### src/rtl/lfsr_pkg.sv
// Shared definitions for the 8-bit LFSR stage and its downstream period monitor:
// LFSR geometry, monitor state encoding and active-low 7-segment codes.
package lfsr_pkg;

  localparam int unsigned LFSR_W   = 8;
  localparam int unsigned NIBBLE_W = 4;
  localparam int unsigned SEG_W    = 7;

  // Feedback taps of x^8 + x^4 + x^3 + x^2 + 1 (right-shifting Fibonacci form)
  localparam logic [LFSR_W-1:0] LFSR_TAPS = 8'b0001_1101;

  typedef enum logic [2:0] {
    IDLE  = 3'd0,
    ARM   = 3'd1,
    COUNT = 3'd2,
    DONE  = 3'd3,
    ERR   = 3'd4
  } mon_state_e;

  // Segment codes, bit order {g,f,e,d,c,b,a}, a lit segment is 0
  localparam logic [SEG_W-1:0] SEG_0 = 7'b1000000;
  localparam logic [SEG_W-1:0] SEG_1 = 7'b1111001;
  localparam logic [SEG_W-1:0] SEG_2 = 7'b0100100;
  localparam logic [SEG_W-1:0] SEG_3 = 7'b0110000;
  localparam logic [SEG_W-1:0] SEG_4 = 7'b0011001;
  localparam logic [SEG_W-1:0] SEG_5 = 7'b0010010;
  localparam logic [SEG_W-1:0] SEG_6 = 7'b0000010;
  localparam logic [SEG_W-1:0] SEG_7 = 7'b1111000;
  localparam logic [SEG_W-1:0] SEG_8 = 7'b0000000;
  localparam logic [SEG_W-1:0] SEG_9 = 7'b0010000;
  localparam logic [SEG_W-1:0] SEG_A = 7'b0001000;
  localparam logic [SEG_W-1:0] SEG_B = 7'b0000011;
  localparam logic [SEG_W-1:0] SEG_C = 7'b1000110;
  localparam logic [SEG_W-1:0] SEG_D = 7'b0100001;
  localparam logic [SEG_W-1:0] SEG_E = 7'b0000110;
  localparam logic [SEG_W-1:0] SEG_F = 7'b0001110;

  // One LFSR step: parity of the tapped bits enters at the MSB
  function automatic logic [LFSR_W-1:0] lfsr_next(input logic [LFSR_W-1:0] s);
    return {^(s & LFSR_TAPS), s[LFSR_W-1:1]};
  endfunction

endpackage

### src/rtl/seg7_hex_dec.sv
// Hex nibble to active-low 7-segment decoder, shared by the LFSR display and the monitor.
module seg7_hex_dec
  import lfsr_pkg::*;
(
  input  logic [NIBBLE_W-1:0] nibble,
  output logic [SEG_W-1:0]    seg
);

  always_comb begin
    seg = SEG_0;
    case (nibble)
      4'h0: seg = SEG_0;
      4'h1: seg = SEG_1;
      4'h2: seg = SEG_2;
      4'h3: seg = SEG_3;
      4'h4: seg = SEG_4;
      4'h5: seg = SEG_5;
      4'h6: seg = SEG_6;
      4'h7: seg = SEG_7;
      4'h8: seg = SEG_8;
      4'h9: seg = SEG_9;
      4'hA: seg = SEG_A;
      4'hB: seg = SEG_B;
      4'hC: seg = SEG_C;
      4'hD: seg = SEG_D;
      4'hE: seg = SEG_E;
      4'hF: seg = SEG_F;
      default: seg = SEG_0;
    endcase
  end

endmodule

### src/rtl/lfsr_period_monitor.sv
// Measures the recurrence period of a sampled LFSR state word and flags lock-up
// (all-zero state) or a missing recurrence; shows period[7:0] on two hex digits.
module lfsr_period_monitor
  import lfsr_pkg::*;
#(
  parameter int unsigned WIDTH   = LFSR_W,
  parameter int unsigned CNT_W   = WIDTH + 1,
  parameter int unsigned TIMEOUT = 2 ** WIDTH
) (
  input  logic             clk,
  input  logic             reset_n,
  input  logic             start,
  input  logic             sample_valid,
  input  logic [WIDTH-1:0] sample,
  output logic             busy,
  output logic             done,
  output logic             err_zero,
  output logic             err_timeout,
  output logic [CNT_W-1:0] period,
  output logic [SEG_W-1:0] hex_high,
  output logic [SEG_W-1:0] hex_low
);

  localparam logic [CNT_W-1:0] CNT_MAX = CNT_W'(TIMEOUT);

  mon_state_e       state_q, state_nx;
  logic [WIDTH-1:0] seed_q, seed_nx;
  logic [CNT_W-1:0] cnt_q, cnt_nx;
  logic [CNT_W-1:0] period_q, period_nx;
  logic             busy_q, busy_nx;
  logic             done_q, done_nx;
  logic             err_zero_q, err_zero_nx;
  logic             err_timeout_q, err_timeout_nx;

  logic [CNT_W-1:0] cnt_inc;
  logic             is_zero;
  logic             hit_seed;
  logic             hit_timeout;

  // Saturating step count; the counter never wraps past TIMEOUT
  assign cnt_inc     = (cnt_q == CNT_MAX) ? cnt_q : cnt_q + CNT_W'(1);
  assign is_zero     = (sample == '0);
  assign hit_seed    = (sample == seed_q);
  assign hit_timeout = (cnt_inc == CNT_MAX);

  always_ff @(posedge clk or negedge reset_n) begin
    if (!reset_n) begin
      state_q <= IDLE;
    end else begin
      state_q <= state_nx;
    end
  end

  // start overrides everything, including a sample presented in the same cycle
  always_comb begin
    state_nx = state_q;
    if (start) begin
      state_nx = ARM;
    end else if (sample_valid) begin
      case (state_q)
        ARM: begin
          state_nx = is_zero ? ERR : COUNT;
        end
        COUNT: begin
          if (hit_seed || is_zero || hit_timeout) begin
            state_nx = hit_seed ? DONE : ERR;
          end
        end
        default: state_nx = state_q;
      endcase
    end
  end

  always_comb begin
    seed_nx        = seed_q;
    cnt_nx         = cnt_q;
    period_nx      = period_q;
    done_nx        = done_q;
    err_zero_nx    = err_zero_q;
    err_timeout_nx = err_timeout_q;
    busy_nx        = (state_nx == ARM) || (state_nx == COUNT);

    if (start) begin
      done_nx        = 1'b0;
      err_zero_nx    = 1'b0;
      err_timeout_nx = 1'b0;
    end else if (sample_valid) begin
      case (state_q)
        ARM: begin
          seed_nx     = sample;
          cnt_nx      = '0;
          err_zero_nx = is_zero;
        end
        COUNT: begin
          cnt_nx = cnt_inc;
          if (hit_seed) begin
            period_nx = cnt_inc;
            done_nx   = 1'b1;
          end else if (is_zero) begin
            err_zero_nx = 1'b1;
          end else if (hit_timeout) begin
            err_timeout_nx = 1'b1;
          end
        end
        default: ;
      endcase
    end
  end

  always_ff @(posedge clk or negedge reset_n) begin
    if (!reset_n) begin
      seed_q        <= '0;
      cnt_q         <= '0;
      period_q      <= '0;
      busy_q        <= 1'b0;
      done_q        <= 1'b0;
      err_zero_q    <= 1'b0;
      err_timeout_q <= 1'b0;
    end else begin
      seed_q        <= seed_nx;
      cnt_q         <= cnt_nx;
      period_q      <= period_nx;
      busy_q        <= busy_nx;
      done_q        <= done_nx;
      err_zero_q    <= err_zero_nx;
      err_timeout_q <= err_timeout_nx;
    end
  end

  assign busy        = busy_q;
  assign done        = done_q;
  assign err_zero    = err_zero_q;
  assign err_timeout = err_timeout_q;
  assign period      = period_q;

  seg7_hex_dec u_hex_high (
    .nibble (period_q[7:4]),
    .seg    (hex_high)
  );

  seg7_hex_dec u_hex_low (
    .nibble (period_q[3:0]),
    .seg    (hex_low)
  );

endmodule

### config.mk
export PLATFORM = sky130hd
export DESIGN_NAME = lfsr_period_monitor
export DESIGN_NICKNAME = d
export VERILOG_FILES = /design/src/rtl/lfsr_pkg.sv /design/src/rtl/seg7_hex_dec.sv /design/src/rtl/lfsr_period_monitor.sv
export SDC_FILE = /design/constraint.sdc
export NUM_CORES = 1
export LEC_CHECK = 0
export ABC_AREA = 1
export CAP_MARGIN = 20
export CORE_ASPECT_RATIO = 0.75
export CORE_MARGIN = 4
export CORE_UTILIZATION = 50
export CTS_CLUSTER_DIAMETER = 120
export DETAILED_ROUTE_END_ITERATION = 7
export GPL_TIMING_DRIVEN = 0
export PLACE_DENSITY = 0.83
export SLEW_MARGIN = 40
export SYNTH_ARGS = -nofsm -noshare
export SYNTH_HDL_FRONTEND = slang
export SYNTH_SLANG_ARGS = --single-unit
### constraint.sdc
create_clock -name clk -period 1.95 [get_ports clk]
set_input_delay 0.39 -clock clk [delete_from_list [all_inputs] [get_ports clk]]
set_output_delay 0.39 -clock clk [all_outputs]
set_load 0.03 [all_outputs]
### Word level (Yosys, flattened, before mapping)

Memory sizes are Yosys's and may differ from the RTL's.
Index checks and enable logic that the tools add are counted.

* register bits: 33
* latch bits: 0
* RAM bits: 0
* ROM bits: 224
* logic and storage cells: 62
* memories: 2

Memory list
* (no name shown): words 16, width 7, read ports 1, clocked after Yosys merged registers in 0, wr ports 0, line seg7_hex_dec.sv:11 `case (nibble)`
* (no name shown): words 16, width 7, read ports 1, clocked after Yosys merged registers in 0, wr ports 0, line seg7_hex_dec.sv:11

* add/subtract/negate cells: 1
* $mul: 0
* div/mod/pow operators: 0
* magnitude comparators: 0
* eq/ne operators: 11
* shifts and indexed selects: 0
* multiplexer cells: 23
* bitwise gates (word level): 1
* reduce and logical (&&, ||, !) cells: 16

Operator list (count)
* 9-bit equality test (second input constant): 2
* 9-bit case mux with 2 select lines: 1
* 3-bit 2-to-1 mux: 5
* 1-bit 2-to-1 mux: 14
* 2-bit nonzero test: 5
* 9-bit by 1-bit adder with 9-bit output (second input constant): 1
* 9-bit 2-to-1 mux: 1
* 3-bit AND reduction: 3
* 8-bit equality test: 1
* 8-bit zero test: 1
* 4-bit AND reduction: 2
* 3-bit by 1-bit equality test with 1-bit output (second input constant): 2
* 3-bit by 2-bit equality test with 1-bit output (second input constant): 2
* 3-bit inequality test (second input constant): 2
* 3-bit case mux with 2 select lines: 1
* 5-bit AND reduction: 1
* 2-bit inequality test (second input constant): 2
* 1-bit logical OR: 3
* 3-bit nonzero test: 1
* 1-bit case mux with 2 select lines: 1
* 1-bit inverter: 1

### Longest topological paths before layout

* depth after elaboration: 10
* depth in mapped cells: 16
* depth with buffers taken out: 16

### Cells and area by module

From an unflattened synthesis, not the netlist that was laid out.

* cell total of the unflattened synthesis: 319
* area, all modules: 2290.9 sq um

By module, submodules not included
* lfsr_period_monitor: instances 1, cells an instance 221, area each 1742.9 sq um, seq. area each 825.8 sq um
* seg7_hex_dec: instances 2, cells an instance 49, area each 274.0 sq um, seq. area each 0.0 sq um

### Worst setup path after synthesis

No wires, ideal clock.

* path type: reg2out
* start point: reg period_q[5] (netlist: period[5])
* end point: out hex_high[2]
* arrival time: 1.771 ns
* required time: 1.560 ns
* setup slack: -0.211 ns
* stages on the path, launching flop included: 4
* cell sequence: dfrtp_1 inv_1 ha_1 o31ai_1

* cells in the longest elaborated chain, start to end: 1

RTL lines
* start, declared: line lfsr_period_monitor.sv:29 `logic [CNT_W-1:0] period_q, period_nx;`
* start signal, assigned: line lfsr_period_monitor.sv:122 `period_q <= period_nx;`
* memory 16 x 7 bit
* end, declared: line lfsr_period_monitor.sv:20 `output logic [SEG_W-1:0] hex_high,`

No other way between the ends.

### Worst setup path after layout

* start point: reg period_q[4] (netlist: period[4])
* end point: out hex_high[3]

Same word-level chain as after synthesis.

==> flow_summary.yaml <==
power:
  powerDensity_nw_per_um2: 683
  p_leak_nw: 1.43
  ir_drop_mv: 0.609
  total_power_mw: 2.09
min_path:
  hp-class: "input port to flop"
  whs_path_depth: 2
  holdCritStartpoint: "start"
clock_network:
  h-tree-depth: 2
  cts_inserted_buffers: 5
  clk_pin_slew_ps: 70
  cts_num_sinks: 33
  clock_latency_ps: 290
  clockBufferDepth: 2
  cts_tree: "built"
  root_buffer: "clkbuf_8"
sta:
  worst_slack_ps: -16.2
  max_freq_mhz: 509
  slew_headroom_pct: 75.6
  tightest_slew_ps: 366
  finalSetupViolations: 1
  setup_tns_ps: -16.2
  rsz0062_at_grt: "yes"
  slew_viol_final: 0
  finalHoldViolations: 0
  fin_crit_ps: 1970
  whs_ps: 297
  clock_skew_ps: 6.05
  finalCritPeriodShare_pct: 101
worst_setup_path:
  critPathMaxFanout: 6
  crit_start: "period[4]"
  critPathMaxStageDelay_ps: 410
  worstReg2RegEnd: "busy"
  start_kind: "flop"
  cp_data_arrival_time_ps: 1580
  cp-endpoint: "hex_high[3]"
  reg2reg_from: "cnt_q[0]"
  crit_chain: "inv_2, ha_4, a21oi_4, o21ai_1, o21ai_2, buf_6"
  cpMaxStageDelayCell: "dfrtp_1"
  worstPathRequired_ps: 1560
  rrSetupSlack_ps: 70
  critPathKind: "flop to output pin"
  r2r.worst_path.cells: 15
  end_kind: "output pin"
floorplan:
  core_um2: 4200
  io_pins: 39
  rows: 20
  dieWidth_um: 85.5
  die_h_um: 66.1
  initial_core_util_pct: 53.6
  die-area_um2: 5660
finish:
  layout.nets: 384
  fin_cells: 413
  syn_to_final_growth_pct: 36.0
  final_area_um2: 3070
  post-route-util_pct: 72.9
  drive_gt1_share_pct: 30.7
  diodes: 0
  fillers: 313
drt:
  drtIter0Drc: 202
  wirelength_mm: 6.08
  vias_per_cell: 5.37
  drc: 0
  vias: 2216
  drt_pre_antenna_iters: 4
  ant_nets: 0
  wl_per_cell_um: 14.7
logic_synthesis:
  synth_top_cell_by_area: "dfrtp_1"
  yosysTopAreaCellShare_pct: 36.6
  syn-num-nets: 330
  synth_area_per_cell_um2: 7.41
  synth.distinct_cells: 29
  yosysWarningCount: 0
  synth-seq-cells: 33
  syn_inst: 304
  yosys-top-cells-area: "dfrtp_1 37%, nand2_1 13%, ha_1 7.8%"
  yosysSeqAreaShare_pct: 36.6
  syn_area_um2: 2250
place:
  place_worst_setup_slack_ps: -410
  dp_cells: 397
  place_area_um2: 2730
  routabilityCongestion: 0.858
  hpwl_mm: 4.02
  io_buffers: 37
run_status:
  status: "finished with violations"
  violations: "negative setup slack"
global_route:
  grt_max_degree: 24
  grt_first_pass_wirelength_mm: 8.98
  antenna_found_initial: 0
  first_global_vias: 1938
  grt_use_total_pct: 20.1
  grt-ovfl-total: 0
flow_run:
  drv_cap: 0
==> power breakdown <==
group | total (mW) | leakage [nW] | internal, mW | switching, mW
sequential | 0.902 | 0.431 | 0.806 | 0.0965
clock | 0.521 | 0.0443 | 0.280 | 0.241
combinational | 0.669 | 0.950 | 0.278 | 0.392
total | 2.09 | 1.43 | 1.36 | 0.729
==> Yosys cell counts <==
library cell,number
nand2_1,76
inv_1,44
dfrtp_1,33
o21ai_0,26
nor2_1,23
a21oi_1,17
ha_1,14
nand3_1,11
o22ai_1,9
nand2_2,7
clkbuf_1,6
nand3_2,5
xnor2_1,5
nand4_1,3
nor2_2,3
nor3_1,3
a32o_1,2
inv_2,2
mux2_2,2
nor2_4,2
o21ai_1,2
xor2_1,2
a21oi_4,1
buf_6,1
nand2_4,1
nand4_2,1
nor3_2,1
o211ai_1,1
o31ai_1,1
==> registers in the layout (all words and copies together), names as in the netlist <==
name,flops
cnt_q,9
state_q,3
done,1
err_zero,1
busy,1
err_timeout,1
seed_q,8
period,9
==> cell usage in the layout (no fill, tap or decap), types with 6 or more instances in the layout <==
master           Yosys  layout
o21ai_0             26      19
buf_6                1       8
nor2_2               3       8
nor2_1              23      18
o22ai_1              9       9
clkbuf_8             0       6
buf_4                0      14
inv_1               44      35
dfrtp_1             33      28
a21oi_1             17       9
a21oi_2              0       6
nand2_1             76      71
nand3_1             11      11
clkdlybuf4s50_1      0      19
nand2_2              7      12
inv_2                2       8
==> worst max-delay path, delay by kind of cell, from the launching register on <==
kind	cells	cell delay (ps)
DFF	1	410
adders and majority gates	1	230
buffers and inverters	2	300
AOI/OAI and AO/OA	3	350
==> kinds of logic after synthesis <==
| group | after synthesis | synth area share (%) |
|---|---|---|
| simple gates | 136 | 27.9 |
| xor+xnor | 7 | 2.72 |
| fa+ha+maj | 14 | 7.77 |
| buf+inv | 53 | 9.16 |
| mux | 2 | 0.999 |
| compound gates | 59 | 14.8 |
| flops | 33 | 36.6 |
==> how the worst min path moves through the flow <==
stage / endpoint / slack, ps
floorplan: busy / 90
global placement: done / 480
detailed placement: state_q[1] / 280
CTS: err_zero / 290
global route: err_zero / 300
finish: err_zero / 300
==> area by class of cell <==
type	instances	area (um2)	area share (%)
multi-input combinational	218	1400	45.7
inverter	46	180	5.88
sequential	33	832	27.1
buffer	6	37.5	1.22
clock buffer	7	86.3	2.82
tap	55	68.8	2.24
timing repair buffer	48	459	15.0
==> timing repair <==
item	4_1_cts	5_1_grt
buffers inserted	5	4
hold buffers	1	0
pin swaps	0	14
gates resized for setup	89	75
cloned	0	0
endpoints found under the setup margin	14	26
hold endpoints to repair	10	0
==> layer usage <==
metal  track usage, %  wire length (um)  vias up
met1             27.8              2770     1059
met2             31.6              2940       66
met5                0                 0        -
met4             5.34                61        0
li1                 -                 -     1085
met3             4.86               312        6
Power figures use the tool's default switching activity.
